### src/rtl/limn2600_cache_refill_if.sv
// Bus bundle for the Limn2600 cache refill controller: the CPU load/store
// channel, the memory request/refill channel and the flush request.
// "slave" is the controller's view and "master" is the CPU-plus-memory side.
interface limn2600_cache_refill_if;
    logic        flush;
    logic        cpu_req_valid;
    logic        cpu_req_ready;
    logic        cpu_req_we;
    logic [31:0] cpu_req_addr;
    logic [31:0] cpu_req_wdata;
    logic        cpu_resp_valid;
    logic [31:0] cpu_resp_rdata;
    logic        mem_req_valid;
    logic        mem_req_ready;
    logic        mem_req_we;
    logic [31:0] mem_req_addr;
    logic [31:0] mem_req_wdata;
    logic        mem_rdata_valid;
    logic [31:0] mem_rdata;

    modport slave (
        input  flush, cpu_req_valid, cpu_req_we, cpu_req_addr, cpu_req_wdata,
               mem_req_ready, mem_rdata_valid, mem_rdata,
        output cpu_req_ready, cpu_resp_valid, cpu_resp_rdata,
               mem_req_valid, mem_req_we, mem_req_addr, mem_req_wdata
    );

    modport master (
        output flush, cpu_req_valid, cpu_req_we, cpu_req_addr, cpu_req_wdata,
               mem_req_ready, mem_rdata_valid, mem_rdata,
        input  cpu_req_ready, cpu_resp_valid, cpu_resp_rdata,
               mem_req_valid, mem_req_we, mem_req_addr, mem_req_wdata
    );
endinterface

### src/rtl/limn2600_cache_refill.sv
// Direct-mapped, write-through, read-allocate cache controller.
// Loads that miss refill the whole line with a burst read; every store is
// forwarded to memory as a single-word write and updates the line only on a hit.
// Line data and tags live in RAM arrays with a registered read port; only the
// valid bits are reset.
module limn2600_cache_refill #(
    parameter int LINE_WORDS = 8,
    parameter int SETS       = 16
) (
    input  logic                         clk,
    input  logic                         rst,
    limn2600_cache_refill_if.slave       bus
);
    localparam int OB = $clog2(LINE_WORDS);
    localparam int IB = $clog2(SETS);
    localparam int TB = 32 - 2 - OB - IB;
    localparam logic [OB-1:0] LAST_BEAT = OB'(LINE_WORDS - 1);
    localparam logic [IB-1:0] LAST_SET  = IB'(SETS - 1);

    typedef enum logic [2:0] {
        S_IDLE,
        S_LOOKUP,
        S_REFILL_REQ,
        S_REFILL_DATA,
        S_WRITE_REQ,
        S_RESP,
        S_FLUSH
    } state_t;

    state_t          state_q, state_d;
    logic            we_q, we_d;
    logic [31:0]     addr_q, addr_d;
    logic [31:0]     wdata_q, wdata_d;
    logic [31:0]     rdata_q, rdata_d;
    logic [OB-1:0]   beat_q, beat_d;
    logic [IB-1:0]   flush_idx_q, flush_idx_d;
    logic [SETS-1:0] valid_q, valid_d;

    // Line storage and tags; contents are never reset
    logic [31:0]     data_mem [SETS*LINE_WORDS];
    logic [TB-1:0]   tag_mem  [SETS];
    logic [31:0]     data_rdata;
    logic [TB-1:0]   tag_rdata;
    logic            data_we;
    logic [IB+OB-1:0] data_waddr;
    logic [31:0]     data_wdata;
    logic            tag_we;

    // Fields of the latched request
    logic [OB-1:0]   req_off;
    logic [IB-1:0]   req_idx;
    logic [TB-1:0]   req_tag;
    logic            hit;
    logic [1:0]      unused_addr_bits;

    assign req_off = addr_q[2+OB-1:2];
    assign req_idx = addr_q[2+OB+IB-1:2+OB];
    assign req_tag = addr_q[31:2+OB+IB];
    assign hit     = valid_q[req_idx] && (tag_rdata == req_tag);
    assign unused_addr_bits = addr_q[1:0];

    // Output values computed by the FSM
    logic        cpu_req_ready;
    logic        cpu_resp_valid;
    logic [31:0] cpu_resp_rdata;
    logic        mem_req_valid;
    logic        mem_req_we;
    logic [31:0] mem_req_addr;
    logic [31:0] mem_req_wdata;

    assign bus.cpu_req_ready  = cpu_req_ready;
    assign bus.cpu_resp_valid = cpu_resp_valid;
    assign bus.cpu_resp_rdata = cpu_resp_rdata;
    assign bus.mem_req_valid  = mem_req_valid;
    assign bus.mem_req_we     = mem_req_we;
    assign bus.mem_req_addr   = mem_req_addr;
    assign bus.mem_req_wdata  = mem_req_wdata;

    // RAM ports: the read address is the incoming CPU address, so the word and
    // tag of an accepted request are ready in LOOKUP
    always_ff @(posedge clk) begin
        if (data_we) begin
            data_mem[data_waddr] <= data_wdata;
        end
        if (tag_we) begin
            tag_mem[req_idx] <= req_tag;
        end
        data_rdata <= data_mem[bus.cpu_req_addr[2+OB+IB-1:2]];
        tag_rdata  <= tag_mem[bus.cpu_req_addr[2+OB+IB-1:2+OB]];
    end

    // Controller state register with asynchronous active-low reset
    always_ff @(posedge clk or negedge rst) begin
        if (!rst) begin
            state_q     <= S_IDLE;
            we_q        <= 1'b0;
            addr_q      <= '0;
            wdata_q     <= '0;
            rdata_q     <= '0;
            beat_q      <= '0;
            flush_idx_q <= '0;
            valid_q     <= '0;
        end else begin
            state_q     <= state_d;
            we_q        <= we_d;
            addr_q      <= addr_d;
            wdata_q     <= wdata_d;
            rdata_q     <= rdata_d;
            beat_q      <= beat_d;
            flush_idx_q <= flush_idx_d;
            valid_q     <= valid_d;
        end
    end

    // Next-state, RAM write controls and bus outputs
    always_comb begin
        state_d        = state_q;
        we_d           = we_q;
        addr_d         = addr_q;
        wdata_d        = wdata_q;
        rdata_d        = rdata_q;
        beat_d         = beat_q;
        flush_idx_d    = flush_idx_q;
        valid_d        = valid_q;
        data_we        = 1'b0;
        data_waddr     = {req_idx, req_off};
        data_wdata     = wdata_q;
        tag_we         = 1'b0;
        cpu_req_ready  = 1'b0;
        cpu_resp_valid = 1'b0;
        cpu_resp_rdata = '0;
        mem_req_valid  = 1'b0;
        mem_req_we     = 1'b0;
        mem_req_addr   = '0;
        mem_req_wdata  = '0;

        case (state_q)
            S_IDLE: begin
                if (bus.flush) begin
                    // Flush beats a simultaneous request, which stays unaccepted
                    flush_idx_d = '0;
                    state_d     = S_FLUSH;
                end else begin
                    // Held low while reset is asserted
                    cpu_req_ready = rst;
                    if (bus.cpu_req_valid) begin
                        we_d    = bus.cpu_req_we;
                        addr_d  = bus.cpu_req_addr;
                        wdata_d = bus.cpu_req_wdata;
                        state_d = S_LOOKUP;
                    end
                end
            end

            S_LOOKUP: begin
                if (we_q) begin
                    // Write-through: update the line only if present, never allocate
                    data_we = hit;
                    state_d = S_WRITE_REQ;
                end else if (hit) begin
                    rdata_d = data_rdata;
                    state_d = S_RESP;
                end else begin
                    // The line is being replaced; it is invalid until the last beat
                    valid_d[req_idx] = 1'b0;
                    beat_d           = '0;
                    state_d          = S_REFILL_REQ;
                end
            end

            S_REFILL_REQ: begin
                mem_req_valid = 1'b1;
                mem_req_addr  = {addr_q[31:2+OB], {(OB+2){1'b0}}};
                if (bus.mem_req_ready) begin
                    beat_d  = '0;
                    state_d = S_REFILL_DATA;
                end
            end

            S_REFILL_DATA: begin
                if (bus.mem_rdata_valid) begin
                    data_we    = 1'b1;
                    data_waddr = {req_idx, beat_q};
                    data_wdata = bus.mem_rdata;
                    beat_d     = beat_q + 1'b1;
                    if (beat_q == req_off) begin
                        rdata_d = bus.mem_rdata;
                    end
                    if (beat_q == LAST_BEAT) begin
                        valid_d[req_idx] = 1'b1;
                        tag_we           = 1'b1;
                        state_d          = S_RESP;
                    end
                end
            end

            S_WRITE_REQ: begin
                mem_req_valid = 1'b1;
                mem_req_we    = 1'b1;
                mem_req_addr  = {addr_q[31:2], 2'b00};
                mem_req_wdata = wdata_q;
                if (bus.mem_req_ready) begin
                    state_d = S_RESP;
                end
            end

            S_RESP: begin
                cpu_resp_valid = 1'b1;
                cpu_resp_rdata = we_q ? 32'h0 : rdata_q;
                state_d        = S_IDLE;
            end

            S_FLUSH: begin
                valid_d[flush_idx_q] = 1'b0;
                flush_idx_d          = flush_idx_q + 1'b1;
                if (flush_idx_q == LAST_SET) begin
                    state_d = S_IDLE;
                end
            end

            default: begin
                state_d = S_IDLE;
            end
        endcase
    end
endmodule
### src/flat_wrapper.sv
// flat-port wrapper written by rule: the top's interface ports become plain ports
module limn2600_cache_refill_flat 
#(
    parameter int LINE_WORDS = 8,
    parameter int SETS       = 16
)
  (clk, rst, bus_flush, bus_cpu_req_valid, bus_cpu_req_we, bus_cpu_req_addr, bus_cpu_req_wdata, bus_mem_req_ready, bus_mem_rdata_valid, bus_mem_rdata, bus_cpu_req_ready, bus_cpu_resp_valid, bus_cpu_resp_rdata, bus_mem_req_valid, bus_mem_req_we, bus_mem_req_addr, bus_mem_req_wdata);
  limn2600_cache_refill_if bus_i ();
  input  logic clk;
  input  logic rst;
  input wire logic [$bits(bus_i.flush)-1:0] bus_flush;
  input wire logic [$bits(bus_i.cpu_req_valid)-1:0] bus_cpu_req_valid;
  input wire logic [$bits(bus_i.cpu_req_we)-1:0] bus_cpu_req_we;
  input wire logic [$bits(bus_i.cpu_req_addr)-1:0] bus_cpu_req_addr;
  input wire logic [$bits(bus_i.cpu_req_wdata)-1:0] bus_cpu_req_wdata;
  input wire logic [$bits(bus_i.mem_req_ready)-1:0] bus_mem_req_ready;
  input wire logic [$bits(bus_i.mem_rdata_valid)-1:0] bus_mem_rdata_valid;
  input wire logic [$bits(bus_i.mem_rdata)-1:0] bus_mem_rdata;
  output wire logic [$bits(bus_i.cpu_req_ready)-1:0] bus_cpu_req_ready;
  output wire logic [$bits(bus_i.cpu_resp_valid)-1:0] bus_cpu_resp_valid;
  output wire logic [$bits(bus_i.cpu_resp_rdata)-1:0] bus_cpu_resp_rdata;
  output wire logic [$bits(bus_i.mem_req_valid)-1:0] bus_mem_req_valid;
  output wire logic [$bits(bus_i.mem_req_we)-1:0] bus_mem_req_we;
  output wire logic [$bits(bus_i.mem_req_addr)-1:0] bus_mem_req_addr;
  output wire logic [$bits(bus_i.mem_req_wdata)-1:0] bus_mem_req_wdata;
  assign bus_i.flush = bus_flush;
  assign bus_i.cpu_req_valid = bus_cpu_req_valid;
  assign bus_i.cpu_req_we = bus_cpu_req_we;
  assign bus_i.cpu_req_addr = bus_cpu_req_addr;
  assign bus_i.cpu_req_wdata = bus_cpu_req_wdata;
  assign bus_i.mem_req_ready = bus_mem_req_ready;
  assign bus_i.mem_rdata_valid = bus_mem_rdata_valid;
  assign bus_i.mem_rdata = bus_mem_rdata;
  assign bus_cpu_req_ready = bus_i.cpu_req_ready;
  assign bus_cpu_resp_valid = bus_i.cpu_resp_valid;
  assign bus_cpu_resp_rdata = bus_i.cpu_resp_rdata;
  assign bus_mem_req_valid = bus_i.mem_req_valid;
  assign bus_mem_req_we = bus_i.mem_req_we;
  assign bus_mem_req_addr = bus_i.mem_req_addr;
  assign bus_mem_req_wdata = bus_i.mem_req_wdata;
  limn2600_cache_refill #(.LINE_WORDS(LINE_WORDS), .SETS(SETS)) u_core (.clk(clk), .rst(rst), .bus(bus_i));
endmodule
### config.mk
export PLATFORM = sky130hd
export DESIGN_NAME = limn2600_cache_refill_flat
export DESIGN_NICKNAME = d
export VERILOG_FILES = /design/src/rtl/limn2600_cache_refill_if.sv /design/src/rtl/limn2600_cache_refill.sv /design/src/flat_wrapper.sv
export SDC_FILE = /design/constraint.sdc
export NUM_CORES = 2
export LEC_CHECK = 0
export ABC_AREA = 0
export BUFFER_PORTS_ARGS = -buffer_cell sky130_fd_sc_hd__buf_2
export CELL_PAD_IN_SITES_DETAIL_PLACEMENT = 1
export CELL_PAD_IN_SITES_GLOBAL_PLACEMENT = 2
export CORE_MARGIN = 4
export CORE_UTILIZATION = 40
export CTS_CLUSTER_SIZE = 24
export DETAILED_ROUTE_END_ITERATION = 8
export PLACE_DENSITY_LB_ADDON = 0.1
export SETUP_SLACK_MARGIN = 0.02
export SLEW_MARGIN = 20
export SYNTH_ARGS = -nofsm -noshare
export SYNTH_HDL_FRONTEND = slang
export SYNTH_MEMORY_MAX_BITS = 65536
export SYNTH_SLANG_ARGS = --single-unit
### constraint.sdc
create_clock -name clk -period 5 [get_ports clk]
set_clock_uncertainty 0.2 [all_clocks]
set_input_delay 0.25 -clock clk [delete_from_list [all_inputs] [get_ports clk]]
set_output_delay 0.25 -clock clk [all_outputs]
set_load 0.05 [all_outputs]
Word-level counts from Yosys, hierarchy flattened
Memory sizes are Yosys's and may differ from the RTL's. A register that Yosys moved wholly into a read port is not among the register bits.
Cells that the tools add are included.
{"block": "classes", "addsub": 2, "n_lt_le_gt_ge": 4, "eq_ne": 21, "muxes": 56, "n_bitwise": 6, "reduce_logical": 15}
{"operator": "two-way mux 32 bit", "count": 9}
{"operator": "case mux 32 bit (2 select lines)", "count": 2}
{"operator": "two-way mux 16 bit", "count": 4}
{"operator": "case mux 16 bit (3 select lines)", "count": 1}
{"operator": "two-way mux 3 bit", "count": 15}
{"operator": "AND 16 bit", "count": 2}
{"operator": "NOT 16 bit", "count": 2}
{"operator": "equality test 23 bit", "count": 1}
{"operator": "case mux 3 bit (6 select lines)", "count": 1}
{"operator": "two-way mux 1 bit", "count": 17}
{"operator": "bitwise OR 16 bit", "count": 1}
{"operator": "AND reduction 5 bit", "count": 3}
{"operator": "equality test 3 bit (second input constant)", "count": 4}
{"operator": "!= test 2 bit (second input constant)", "count": 6}
{"operator": "< comparator 4 x 5 -> 1 bit (second input constant)", "count": 2}
{"operator": "case mux 3 bit (3 select lines)", "count": 1}
{"operator": "demux 1 bit (select 4 bit)", "count": 2}
{"operator": "greater-or-equal comparator 4 x 1 -> 1 bit (second input constant)", "count": 2}
{"operator": "!= test 2 x 1 -> 1 bit (second input constant)", "count": 4}
{"operator": "case mux 4 bit (2 select lines)", "count": 1}
{"operator": "equality test 3 x 2 -> 1 bit (second input constant)", "count": 2}
{"operator": "AND reduction 6 bit", "count": 1}
{"operator": "nonzero test 3 bit", "count": 2}
{"operator": "adder 4 x 1 -> 4 bit (second input constant)", "count": 1}
{"operator": "15 further kinds", "count": 18}
{"block": "word_totals", "reg_bits": 123, "ram_bits": 4464, "output_inout_bits": 100, "wordCells": 114, "memories": 2}
{"memory": "u_core.data_mem", "depth": 128, "width": 32, "rd": 1, "rd_clocked_by_memory_dff": 1, "wr": 1, "line": "limn2600_cache_refill.sv:40", "source": "logic [31:0] data_mem [SETS*LINE_WORDS];"}
{"memory": "u_core.tag_mem", "depth": 16, "width": 23, "rd": 1, "rd_clocked_by_memory_dff": 1, "wr": 1, "line": "limn2600_cache_refill.sv:41", "source": "logic [TB-1:0] tag_mem [SETS];"}

Longest topological paths before layout
{"block": "depth", "ltp_word": 9, "depth_mapped": 10}

Least setup slack after synthesis
No wires, ideal clock.
{"block": "synth_timing", "kind": "register -> register", "from": "register u_core.addr_q[23]", "to": "memory u_core.data_mem[10][0], enable pin", "t_arrival_ns": 3.563, "t_required_ns": 4.379, "path_slack_ns": 0.816, "path_stages_with_launch": 8, "path_buffers": 1, "period_less_slack_ns": 4.184, "cell_sequence": "dfrtp_1 > xor2_1 > nor4_1 > nand4_2 > nor4b_4 > a31oi_4 > buf_6 > nor2_1"}
{"block": "synth_via", "elab_chain_len": 6}
{"item": "start, declared", "line": "limn2600_cache_refill.sv:32", "source": "logic [31:0] addr_q, addr_d;"}
{"item": "start signal, assigned", "line": "limn2600_cache_refill.sv:106", "source": "addr_q <= addr_d;"}
{"item": "equality test 23 bit", "line": "limn2600_cache_refill.sv:59", "source": "assign hit = valid_q[req_idx] && (tag_rdata == req_tag);"}
{"item": "logical AND 1 bit", "line": "limn2600_cache_refill.sv:59"}
{"item": "two-way mux 1 bit", "line": "limn2600_cache_refill.sv:156", "source": "if (we_q) begin"}
{"item": "case mux 1 bit (2 select lines)", "line": "limn2600_cache_refill.sv:137", "source": "case (state_q)"}
{"item": "two-way mux 1 bit", "line": "limn2600_cache_refill.sv:82", "source": "if (data_we) begin"}
{"item": "two-way mux 1 bit (not written as such)", "line": "limn2600_cache_refill.sv:83", "source": "data_mem[data_waddr] <= data_wdata;"}
{"item": "end, declared", "line": "limn2600_cache_refill.sv:40"}
Every way passes these cells.

Final worst setup path
{"block": "layout_timing", "from": "register u_core.addr_q[31]", "to": "memory u_core.data_mem[124][25], enable pin"}
Same word-level chain as after synthesis.

==> impl_metrics.toml <==
[global_routing]
antenna_found_initial = 44
track_usage_pct = 24.7
grt-ovfl-total = 0
grt_pass1_vias = 93270
grt_max_degree = 129
grt_pass1_wl_um = 787000

[cts]
cts_tree = "built"
cts_num_sinks = 4640
clkTransAtPathRegs_ns = 0.06
root_buffer = "clkbuf_16"
clock_latency_ns = 1.04
post-cts-setup-buffers = 0
clockBufferDepth = 4
cts_hold_repair.buffers = 188
htreeDepth = 6
cts_resized = 0
cts_buffers = 522

[critical_path]
crit_family = "simple AND/OR/NAND/NOR gates"
crit_arrival_ns = 4.99
path_max_fanout = 26
rrSetupSlack_ns = 0.52
cpMostUsedCell = "buf_12"
path_cells = "xor2_1, nor4_1, nand4_2, nor4b_4, a31oi_4, buf_12, nor2_4, buf_12"
startpoint_type = "flip-flop"
cp_slowest_cell = "nor4b_4"
slowest_delay_ns = 0.71
required_ns = 5.51
cp.buffers_inverters = 2
crit_type = "flip-flop to flip-flop"
end_kind = "flip-flop"

[cells_and_area]
fin_area_um2 = 212000
fill_cells = 39485
drive_gt1_share_pct = 33.4
syn_to_final_growth_pct = 18.7
layout.nets = 9177

[pwr]
seqPwrFrac_pct = 48.1
p_leak_uw = 0.0688
internal-power_uw = 74300
power.switching_uw = 30000
ir_drop_uv = 510
clkPwrFrac_pct = 35.3
power_density_nw_per_um2 = 491
netSwitchingFraction_pct = 28.7
p_comb_share_pct = 16.6

[synthesis]
synth.top_cell.area_share_pct = 75.0
synth_commonest_cells = "4464 x edfxtp_1, 1143 x mux4_2, 322 x mux2i_1"
syn-cell-area_um2 = 179000
yosys.area.top_type = "edfxtp_1"
yosysMostFrequentCell = "edfxtp_1"
postSynthCellCount = 7906
ys_ff_latch = 4640
async_reset_ff_share_pct = 2.61
ys_seq_area_share_pct = 77.3
ys_types = 61
synth.area.top_cells = "edfxtp_1 75%, mux4_2 14%, mux2i_1 1.8%"
ys.flop_type = "edfxtp_1"
ys_warn_count = 0
synth_edf_count = 4464
avgSynthCellArea_um2 = 22.6

[timing]
setup_viol = 0
final_hold_viol_count = 0
rsz0062_at_grt = "no"
fin_crit_sh_pct = 89.7
finalSetupTns_ns = 0
layout_setup_ws_ns = 0.517
max_freq_mhz = 223
worstMarginPinSlew_ns = 1.28
drv_slew = 0
fin_hold_ws_ns = 0.0694
max-slew-margin-rel_pct = 14.6
fin_crit_ns = 4.48

[floorplanning]
dieWidth_um = 677
fp-row-count = 245
core_um2 = 445000
die_y_um = 677
pin_count = 203
dieArea_um2 = 458000
initial_utilization_pct = 40.1

[routing]
num_vias = 89655
totalWireLength_um = 571000
vias_per_cell = 5.81
final_antenna_net_count = 0
routedWlPerCell_um = 37.0
firstDrtPassIters = 6
route.detailed.drc = 0
first_iter_violations = 9809

[placed_design]
place_ws_ns = 0.497
place_area_um2 = 194000
hpwl_um = 357000
gp_congestion = 0.926
port_buffers = 198

[worst_hold_path]
hold_path_class = "input pin to flip-flop"

[flow_run]
maxCapViolCount = 0

[run_status]
status = "finished, final reports clean"
## cell families (layout without fill, tap and decap cells)
kind of cell,Yosys count,after routing,synth area share (%)
AOI/OAI and AO/OA,498,498,2.36
xor gates and xnor gates,27,27,0.132
adders and majority gates,6,6,0.0420
buffers and inverters,453,2008,1.28
DFF,4640,4640,77.3
muxes,1625,1625,17.3
other,1,39,0.00210
and+or+nand+nor,656,656,1.64
## placed cells by master, fill, tap and decap left out, types with 93 or more instances in the layout
cell | netlist | layout
edfxtp_1 | 4464 | 4464
mux4_2 | 1143 | 1143
clkbuf_16 | 0 | 535
buf_4 | 83 | 500
mux2i_1 | 322 | 320
nand2_1 | 250 | 216
buf_2 | 97 | 193
buf_12 | 0 | 191
dlygate4sd3_1 | 0 | 188
nor2_4 | 0 | 141
a221oi_1 | 136 | 134
clkbuf_1 | 195 | 131
mux2_2 | 128 | 128
dfrtp_1 | 121 | 121
clkinv_1 | 0 | 93
## worst reg2reg max path, delay by kind of cell (launching register included)
kind	cells	cell delay [ns]
flip-flops	1	0.69
XOR/XNOR	1	0.20
AO/OA/AOI/OAI	1	0.17
buffers and inverters	2	0.52
AND/OR/NAND/NOR	4	2.38
## routing by layer
| layer | vias up | wire, µm | share of wire (%) | GRT usage (%) |
|---|---|---|---|---|
| li1 | 36023 | - | - | - |
| met2 | 3288 | 263000 | 46 | 38.0 |
| met4 | 12 | 21100 | 3.7 | 7.96 |
| met5 | - | 86 | 0.015 | 0 |
| met3 | 799 | 41000 | 7.2 | 4.76 |
| met1 | 49533 | 246000 | 43 | 35.8 |
## final timing paths
| kind | start | endpoint | depth (start not counted) |
|---|---|---|---|
| min in group asynchronous | rst | u_core.addr_q[13] | 3 |
| max reg2reg | u_core.addr_q[31] | u_core.data_mem[124][25] | 8 |
| min | bus_mem_rdata[4] | u_core.rdata_q[4] | 5 |
| max | u_core.addr_q[31] | u_core.data_mem[124][25] | 8 |
| min reg2reg | u_core.rdata_q[0] | u_core.rdata_q[0] | 1 |
| max in group asynchronous | rst | u_core.wdata_q[4] | 4 |
## through the flow
step	instances	power (µW)	util, %
after floorplan	7907	58600	-
after global placement	14279	67500	43.6
final	15427	104000	47.6
after global routing	15391	108000	47.6
after CTS	15389	105000	47.6
after detailed placement	14283	68300	43.6
## cell type report
| class | count | area (µm²) | share of cell area [%] |
|---|---|---|---|
| clock buffer | 681 | 14100 | 6.64 |
| inverter | 11 | 41.3 | 0.0195 |
| tap | 5928 | 7420 | 3.49 |
| multi-input combinational | 2814 | 39800 | 18.8 |
| clock inverter | 237 | 2110 | 0.996 |
| timing repair buffer | 1079 | 10500 | 4.95 |
| sequential | 4640 | 138000 | 65.1 |
| antenna | 37 | 92.6 | 0.0436 |
## power groups by stage
stage          clock network, µW  registers, µW  logic, µW
3_3_place_gp                   0          50900      16600
4_1_cts                    37600          50100      17400
2_1_floorplan                  0          51300       7290
6_report                   36800          50200      17300
5_1_grt                    39400          50300      18200
3_5_place_dp                   0          50900      17300
## flip-flops by register name (all words and copies together) (netlist names), 4 cells and up
signal,cells
u_core.addr_q,30
u_core.data_mem,4096
u_core.data_rdata,32
u_core.flush_idx_q,4
u_core.rdata_q,32
u_core.tag_mem,368
u_core.tag_rdata,23
u_core.valid_q,16
u_core.wdata_q,32
Note: power is estimated with default switching activity, not from simulation.
